$ cat src/rtl/mdio_responder.sv
// Clause-22 MDIO management responder (PHY side): oversamples MDC/MDIO, decodes frames, drives reads.
// Optional build macro MDIO_PREAMBLE_SUPPRESS_EN presets the preamble counter after each completed frame.
module mdio_responder #(
    parameter logic [4:0]  PHY_ADDR     = 5'h01,
    parameter int unsigned PREAMBLE_LEN = 32
) (
    input  logic        clk,
    input  logic        reset,
    input  logic        mdc,
    input  logic        mdio_in,
    output logic        mdio_out,
    output logic        mdio_oe,
    output logic [4:0]  reg_addr,
    output logic [15:0] reg_wdata,
    output logic        reg_wr,
    input  logic [15:0] reg_rdata,
    output logic        busy
);

    localparam logic [2:0] S_IDLE = 3'd0;
    localparam logic [2:0] S_ST1  = 3'd1;
    localparam logic [2:0] S_OP   = 3'd2;
    localparam logic [2:0] S_PHY  = 3'd3;
    localparam logic [2:0] S_REG  = 3'd4;
    localparam logic [2:0] S_TA   = 3'd5;
    localparam logic [2:0] S_DATA = 3'd6;
    localparam logic [2:0] S_SKIP = 3'd7;

    localparam logic [5:0] PRE_MAX = 6'd63;
    localparam logic [5:0] PRE_LEN = 6'(PREAMBLE_LEN);

`ifdef MDIO_PREAMBLE_SUPPRESS_EN
    localparam logic [5:0] DONE_PRE = PRE_LEN;
`else
    localparam logic [5:0] DONE_PRE = 6'd0;
`endif

    logic [2:0]  mdc_s_q;
    logic [1:0]  mdio_s_q;
    logic        rise;
    logic        fall;
    logic        bit_in;

    logic [2:0]  state_q, state_d;
    logic [4:0]  fcnt_q, fcnt_d;
    logic [5:0]  pre_q, pre_d;
    logic [14:0] sh_q, sh_d;
    logic        rd_q, rd_d;
    logic [15:0] rsh_q, rsh_d;
    logic        out_q, out_d;
    logic        oe_q, oe_d;
    logic [4:0]  addr_q, addr_d;
    logic [15:0] wdata_q, wdata_d;
    logic        wr_q, wr_d;

    always_ff @(posedge clk or posedge reset) begin
        if (reset) begin
            mdc_s_q  <= '0;
            mdio_s_q <= '0;
        end else begin
            mdc_s_q  <= {mdc_s_q[1:0], mdc};
            mdio_s_q <= {mdio_s_q[0], mdio_in};
        end
    end

    assign rise   = mdc_s_q[1] & ~mdc_s_q[2];
    assign fall   = ~mdc_s_q[1] & mdc_s_q[2];
    assign bit_in = mdio_s_q[1];

    // fcnt_q holds the index (ST0 = 0) of the next frame bit to be sampled; after
    // the last read bit it wraps to 0, which marks the final release fall.
    always_comb begin
        state_d = state_q;
        fcnt_d  = fcnt_q;
        pre_d   = pre_q;
        sh_d    = sh_q;
        rd_d    = rd_q;
        rsh_d   = rsh_q;
        out_d   = out_q;
        oe_d    = oe_q;
        addr_d  = addr_q;
        wdata_d = wdata_q;
        wr_d    = 1'b0;

        if (rise) begin
            fcnt_d = fcnt_q + 5'd1;
            sh_d   = {sh_q[13:0], bit_in};
            case (state_q)
                S_IDLE: begin
                    fcnt_d = 5'd1;
                    if (bit_in) begin
                        pre_d = (pre_q == PRE_MAX) ? PRE_MAX : pre_q + 6'd1;
                    end else begin
                        if (pre_q >= PRE_LEN) begin
                            state_d = S_ST1;
                        end
                        pre_d = '0;
                    end
                end
                S_ST1: begin
                    if (bit_in) begin
                        state_d = S_OP;
                    end else begin
                        state_d = S_IDLE;
                        pre_d   = '0;
                    end
                end
                S_OP: begin
                    if (fcnt_q == 5'd3) begin
                        case ({sh_q[0], bit_in})
                            2'b10: begin
                                rd_d    = 1'b1;
                                state_d = S_PHY;
                            end
                            2'b01: begin
                                rd_d    = 1'b0;
                                state_d = S_PHY;
                            end
                            default: state_d = S_SKIP;
                        endcase
                    end
                end
                S_PHY: begin
                    if (fcnt_q == 5'd8) begin
                        state_d = ({sh_q[3:0], bit_in} == PHY_ADDR) ? S_REG : S_SKIP;
                    end
                end
                S_REG: begin
                    if (fcnt_q == 5'd13) begin
                        addr_d  = {sh_q[3:0], bit_in};
                        state_d = S_TA;
                    end
                end
                S_TA: begin
                    if (fcnt_q == 5'd15) begin
                        state_d = S_DATA;
                    end
                end
                S_DATA: begin
                    if (!rd_q && fcnt_q == 5'd31) begin
                        wdata_d = {sh_q, bit_in};
                        wr_d    = 1'b1;
                        state_d = S_IDLE;
                        pre_d   = DONE_PRE;
                    end
                end
                S_SKIP: begin
                    if (fcnt_q == 5'd31) begin
                        state_d = S_IDLE;
                        pre_d   = '0;
                    end
                end
                default: begin
                    state_d = S_IDLE;
                    pre_d   = '0;
                end
            endcase
        end else if (fall && rd_q) begin
            if (state_q == S_TA && fcnt_q == 5'd15) begin
                rsh_d = reg_rdata;
                oe_d  = 1'b1;
                out_d = 1'b0;
            end else if (state_q == S_DATA) begin
                if (fcnt_q == 5'd0) begin
                    oe_d    = 1'b0;
                    out_d   = 1'b0;
                    state_d = S_IDLE;
                    pre_d   = DONE_PRE;
                end else begin
                    out_d = rsh_q[15];
                    rsh_d = {rsh_q[14:0], 1'b0};
                end
            end
        end
    end

    always_ff @(posedge clk or posedge reset) begin
        if (reset) begin
            state_q <= S_IDLE;
            fcnt_q  <= '0;
            pre_q   <= '0;
            sh_q    <= '0;
            rd_q    <= 1'b0;
            rsh_q   <= '0;
            out_q   <= 1'b0;
            oe_q    <= 1'b0;
            addr_q  <= '0;
            wdata_q <= '0;
            wr_q    <= 1'b0;
        end else begin
            state_q <= state_d;
            fcnt_q  <= fcnt_d;
            pre_q   <= pre_d;
            sh_q    <= sh_d;
            rd_q    <= rd_d;
            rsh_q   <= rsh_d;
            out_q   <= out_d;
            oe_q    <= oe_d;
            addr_q  <= addr_d;
            wdata_q <= wdata_d;
            wr_q    <= wr_d;
        end
    end

    assign mdio_out  = out_q;
    assign mdio_oe   = oe_q;
    assign reg_addr  = addr_q;
    assign reg_wdata = wdata_q;
    assign reg_wr    = wr_q;
    assign busy      = (state_q != S_IDLE);

endmodule

$ cat config.mk
export PLATFORM = sky130hd
export DESIGN_NAME = mdio_responder
export DESIGN_NICKNAME = d
export VERILOG_FILES = /design/src/rtl/mdio_responder.sv
export SDC_FILE = /design/constraint.sdc
export NUM_CORES = 1
export LEC_CHECK = 0
export ABC_CLOCK_PERIOD_IN_PS = 6000
export BUFFER_PORTS_ARGS = -buffer_cell sky130_fd_sc_hd__buf_2
export CORE_MARGIN = 4
export CORE_UTILIZATION = 59
export DETAILED_ROUTE_END_ITERATION = 7
export PLACE_DENSITY = 0.81
export SYNTH_ARGS = -nofsm -noshare
export SYNTH_HDL_FRONTEND = slang
export SYNTH_SLANG_ARGS = --single-unit
$ cat constraint.sdc
create_clock -name clk -period 6 [get_ports clk]
set_input_delay 0.9 -clock clk [delete_from_list [all_inputs] [get_ports clk]]
set_output_delay 0.9 -clock clk [all_outputs]
set_load 0.02 [all_outputs]
==> metrics, run 1 <==
HP Class=flip-flop to flip-flop; CTS tree=done; Total GRT Usage=a little under a fifth; Max clock buf depth=2; Lkg Pwr=between 1.5 and 2 nW; Syn Std Cell Area=around 0.0034 mm²; starting density of the core=between 60% and 70%; layout cells sized above 1=between 20 and 25%; routability cong.=between 0.8 and 0.9; # hold bufs at CTS=0; most common cell after layout, fill and taps aside=dfrtp_1; clock sink count=between 70 and 80; Synth Area in Adders=2.96%; Worst-Skew Late Latency=340 ps; DIE AREA=approximately 0.007 mm²; max_slew headroom=around 30%; syn_nets=347; Syn-to-layout area delta=12.9%; Post-synth EDFFs=0; CP max-delay cell=o21ai_2; top-level I/O count=45; Main synth FF type=dfrtp_1; cells after synthesis=roughly 320; post-layout min period=~2700 ps; Slew Viols, Final=0; cell mode on critical path=ha_1; DP Wirelength=4180 µm; simple-gate share of the synthesized area=16.5%; cell family with most CP delay=compound AO/OA/AOI/OAI gates; Seq cells post-synth=75; Crit Path Max Fanout=31; Fin Setup TNS=0 ps; Hold Violations, Final=0; PwrDens=roughly 280 mW/mm²; Crit Path Class=flip-flop to flip-flop; ANT cells=0; Synth Warn #=0; crit path DAT=about 2900 ps; Fmax achieved=0.370 GHz; Die Span Y=around 84 µm; commonest non-fill, non-tap cells in the layout=75 x dfrtp_1, 66 x nand2_1, 44 x buf_2, 23 x o21ai_0, 19 x mux2_2; Tcrit/Tclk final=a little under half; Synth Area in XOR/XNOR=0%; main combinational cell family by area after synthesis=simple AND/OR/NAND/NOR gates; Port Buffers=between 40 and 50; clk root buf=clkbuf_8; multiplexer share of the synthesized area=11.2%; total gr overflow=0; RSZ-0062 raised after global routing=false; Clock Skew=6.72 ps; fin nets=between 300 and 400; CTS resizes=0; CTS buffer count=9; # setup viols final=0; largest vdd supply drop=0.227 mV; endpoint class of the critical path=flip-flop; total power=approximately 1.1 mW; final core occ=68.8%; via count=roughly 2400; synth unique cells=46; Final ANT Viol Nets=0; drt drc=0; Placeable Area=roughly 0.0055 mm²; H-tree lvl count=3; Worst Path Buf+Inv=1; Worst Max-Slew Pin Slew=roughly 1000 ps; Fin Hold WS=approximately 350 ps; synthesized area per cell=10.6 µm²; initial antenna violation count=0; Synth Area in Compound Gates=between 10% and 20%; via/cell ratio=5.53; Critical Path RT=6180 ps; First-pass DRT Iterations=6; postcts setup bufs=0; vias in the first global route=2332; largest net degree at the start of global routing=76; post-synthesis sequential area ratio=a little under three fifths; worst path cell trace=ha_1 -> and3_1 -> ha_1 -> nand2_1 -> nor3b_2 -> buf_4 -> o21ai_2 -> o21ai_1; wire per inst=14.0 µm; Max stage delay on crit path=850 ps; first-pass GRT wire length=10900 µm; status=finished, final reports clean; Startpoint Class=flip-flop; Post-Route WL=between 6000 and 7000 µm; Iter 0 DRT Violations=122; register clock-pin slew on the reported worst setup and hold paths=70 ps; num rows=27; Max-Cap Viols=0; FFs w/ async S/R, synth=100%; Die Wd=83.7 µm
power by group:
| part | switching (mW) | internal (mW) | total, mW |
|---|---|---|---|
| sequential | 0.0525 | 0.547 | 0.599 |
| clock | 0.177 | 0.146 | 0.323 |
| combinational | 0.0978 | 0.0643 | 0.162 |
| total | 0.327 | 0.757 | 1.08 |
metrics by stage:
step | setup WS (ps) | std cells | cell area (µm²)
floorplan | 3190 | 319 | 3380
global placement | 3410 | 424 | 3650
detailed placement | 3300 | 424 | 3650
CTS | 3290 | 439 | 3810
global route | 3020 | 439 | 3810
finish | 3300 | 439 | 3810
layout make-up:
cell class	count	area, µm²
clock buffer	10	128
multi-input combinational	218	1400
tap	72	90.1
inverter	12	45.0
sequential	75	1880
clock inverter	5	31.3
timing repair buffer	47	243
fill	446	1730
per-layer routing:
layer	vias up	track usage [%]	part of all wire, %
met1	1181	25.0	47
met4	0	7.75	1.5
met3	7	4.44	3.9
li1	1195	-	-
met2	44	31.0	48
met5	-	0	0
synth_stat cells, drive strengths merged (2+ instances only):
master	count	share of area, %
o22ai	2	0.37
nor3	5	0.89
ha	8	3.0
clkbuf	6	0.67
inv	12	1.3
o21ai	39	5.8
nor4b	3	0.96
mux2i	15	4.4
a41oi	2	0.52
nand2	66	7.3
dfrtp	75	56
nand2b	5	0.93
mux2	20	6.8
buf	8	1.3
and3	4	0.74
nand4b	3	1.2
a31oi	2	0.37
and3b	2	0.56
nand3	6	0.89
nor2	11	1.2
a21oi	8	1.2
logic make-up after synthesis:
| family | Yosys count |
|---|---|
| AOI/OAI and AO/OA | 62 |
| adders and majority gates | 8 |
| buffers and inverters | 26 |
| DFF | 75 |
| muxes | 35 |
| and+or+nand+nor | 113 |
sequential cells by signal, summed over array words and instances, names as in the netlist:
name	count
reg_wdata	16
rsh_q	16
sh_q	15
pre_q	6
fcnt_q	5
reg_addr	5
mdc_s_q	3
state_q	3
mdio_s_q	2
mdio_oe	1
mdio_out	1
rd_q	1
reg_wr	1
path summary, 6_finish.rpt:
kind                       slack, ps       endpoint  depth (start not counted)        from
max reg2reg                     3300       rsh_q[8]                          8   fcnt_q[0]
min in group asynchronous        840  reg_wdata[10]                          3       reset
min reg2reg                      350     mdc_s_q[1]                          0  mdc_s_q[0]
min                              350     mdc_s_q[1]                          0  mdc_s_q[0]
max in group asynchronous       4570       pre_q[0]                          3       reset
max                             3300       rsh_q[8]                          8   fcnt_q[0]
Power figures use the tool's default switching activity.
==> run 2, diff against run 1 <==
==> config.mk (replaced) <==
export PLATFORM = sky130hd
export DESIGN_NAME = mdio_responder
export DESIGN_NICKNAME = d
export VERILOG_FILES = /design/src/rtl/mdio_responder.sv
export SDC_FILE = /design/constraint.sdc
export NUM_CORES = 1
export LEC_CHECK = 0
export ABC_CLOCK_PERIOD_IN_PS = 2400
export BUFFER_PORTS_ARGS = -buffer_cell sky130_fd_sc_hd__buf_2
export CORE_MARGIN = 4
export CORE_UTILIZATION = 51
export DETAILED_ROUTE_END_ITERATION = 7
export PLACE_DENSITY = 0.75
export SYNTH_ARGS = -nofsm -noshare
export SYNTH_HDL_FRONTEND = slang
export SYNTH_SLANG_ARGS = --single-unit
==> constraint.sdc (replaced) <==
create_clock -name clk -period 2.4 [get_ports clk]
set_input_delay 0.36 -clock clk [delete_from_list [all_inputs] [get_ports clk]]
set_output_delay 0.36 -clock clk [all_outputs]
set_load 0.02 [all_outputs]
==> run 2 against run 1 <==
Critical path depth unchanged; clock skew is 4.1 ps higher; fmax up 26%; via count is 0.21% higher; highest routed layer unchanged.
==> metrics, run 2 (same netlist as run 1, synthesis figures left out) <==
Slew Viols, Final=0; crit path DAT=about 2300 ps; total power=between 2 and 3 mW; clk root buf=clkbuf_8; routability cong.=a little under 0.8; Fmax achieved=around 0.47 GHz; drt drc=0; CP max-delay cell=dfrtp_1; Max-Cap Viols=0; Lkg Pwr=between 2 and 2.5 nW; RSZ-0062 raised after global routing=false; Final Cell Area=0.00391 mm²; Worst Max-Slew Pin Slew=~670 ps; final worst setup slack=between 200 and 300 ps; Startpoint Class=flip-flop; Worst-Skew Late Latency=~340 ps; Worst R2R Start=fcnt_q[1]; post-layout min period=2140 ps; Die Wd=between 80 and 90 µm; vias in the first global route=~2400; final core occ=61.2%; total gr overflow=0; cell family with most CP delay=simple AND/OR/NAND/NOR gates; # fillers=542; num rows=29; layout cells sized above 1=around a quarter; Worst path depth=8; First-pass DRT Iterations=4; r2r setup slk=between 200 and 300 ps; endpoint class of the critical path=flip-flop; wire per inst=approximately 14 µm; Fin Hold WS=93.0 ps; Clock Skew=approximately 11 ps; Crit Path Class=flip-flop to flip-flop; Critical Path RT=2600 ps; via count=2432; # hold bufs at CTS=0; fin nets=394; CTS tree=done; first-pass GRT wire length=roughly 11000 µm; R2R depth=8; Crit Path Max Fanout=18; DIE AREA=about 0.008 mm²; Max stage delay on crit path=slightly above 400 ps; initial antenna violation count=0; Max clock buf depth=2; Hold Violations, Final=0; largest net degree at the start of global routing=between 70 and 80; Die Span Y=about 90 µm; worst path cell trace=ha_1 -> and3_1 -> ha_1 -> nand2_1 -> nor3b_2 -> buf_6 -> mux2i_1 -> o21ai_1; Iter 0 DRT Violations=106; top-level I/O count=45; clock sink count=75; max_slew headroom=a little under three fifths; DP Worst Slack=-1.99 ps; Worst Path Buf+Inv=1; Post-DP Area=roughly 0.0037 mm²; Syn-to-layout area delta=15.8%; Total GRT Usage=17.7%; FF-to-FF End=rsh_q[2]; register clock-pin slew on the reported worst setup and hold paths=80 ps; HP Class=primary input to asynchronous set/reset pin; # setup viols final=0; PwrDens=around 740 mW/mm²; CTS buffer count=9; Post-Route WL=6310 µm; via/cell ratio=approximately 5.4; largest vdd supply drop=0.456 mV; cell mode on critical path=ha_1; H-tree lvl count=3; ANT cells=0; Placeable Area=0.00639 mm²; Final ANT Viol Nets=0; most common cell after layout, fill and taps aside=dfrtp_1; starting density of the core=approximately 53%; DP Wirelength=between 4000 and 5000 µm; status=finished, final reports clean; Port Buffers=44; commonest non-fill, non-tap cells in the layout=75 x dfrtp_1, 66 x nand2_1, 44 x buf_2, 23 x o21ai_0, 19 x mux2_2; Tcrit/Tclk final=about nine tenths
==> run 2: through the flow <==
| stage | cells | TNS (ps) |
|---|---|---|
| finish | 448 | 0 |
| global route | 448 | 0 |
| CTS | 448 | 0 |
| detailed placement | 432 | -1.99 |
| global placement | 432 | 0 |
| floorplan | 319 | 0 |
==> run 2: report_power, final <==
part | internal (mW) | switching, mW | total, mW
Sequential | 1.37 | 0.124 | 1.49
Combinational | 0.176 | 0.247 | 0.424
Clock | 0.496 | 0.495 | 0.992
Total | 2.04 | 0.867 | 2.91
==> run 2: area by class of cell <==
type	instances	area [µm²]	share of cell area (%)
clock inverters	7	82.6	2.11
well taps	77	96.3	2.46
flip-flops and latches	75	1880	48.0
inverters	12	45.0	1.15
repair buffers	50	282	7.20
clock buffers	9	124	3.17
multi-input cells	218	1410	35.9
==> run 2: worst max-delay path by stage <==
stage,from,to,slack (ps)
after floorplan,reset,fcnt_q[0],130
after global placement,fcnt_q[1],rsh_q[6],100
after detailed placement,fcnt_q[1],rsh_q[1],-2
after CTS,fcnt_q[1],rsh_q[2],180
after global routing,fcnt_q[1],rsh_q[8],60
final,fcnt_q[1],rsh_q[2],260
==> run 2: metal layers <==
layer / global-route usage [%] / routed length [µm] / vias to the layer above
met2: 29.2 / 3120 / 36
met4: 7.04 / 89 / 0
met3: 4.24 / 246 / 6
li1: - / - / 1191
met1: 22.5 / 2850 / 1199
met5: 0 / 0 / -
==> run 2: repair_timing <==
action / in CTS / in global routing
setup endpoints to repair: 5 / 1
gates resized for setup: 1 / 1
buffers inserted: 0 / 0
==> run 2: worst register-to-register path: stages (launching register included) <==
cell	delay, ps
dfrtp_1	410
ha_1	240
and3_1	210
ha_1	150
nand2_1	80
nor3b_2	350
buf_6	280
mux2i_1	230
o21ai_1	70
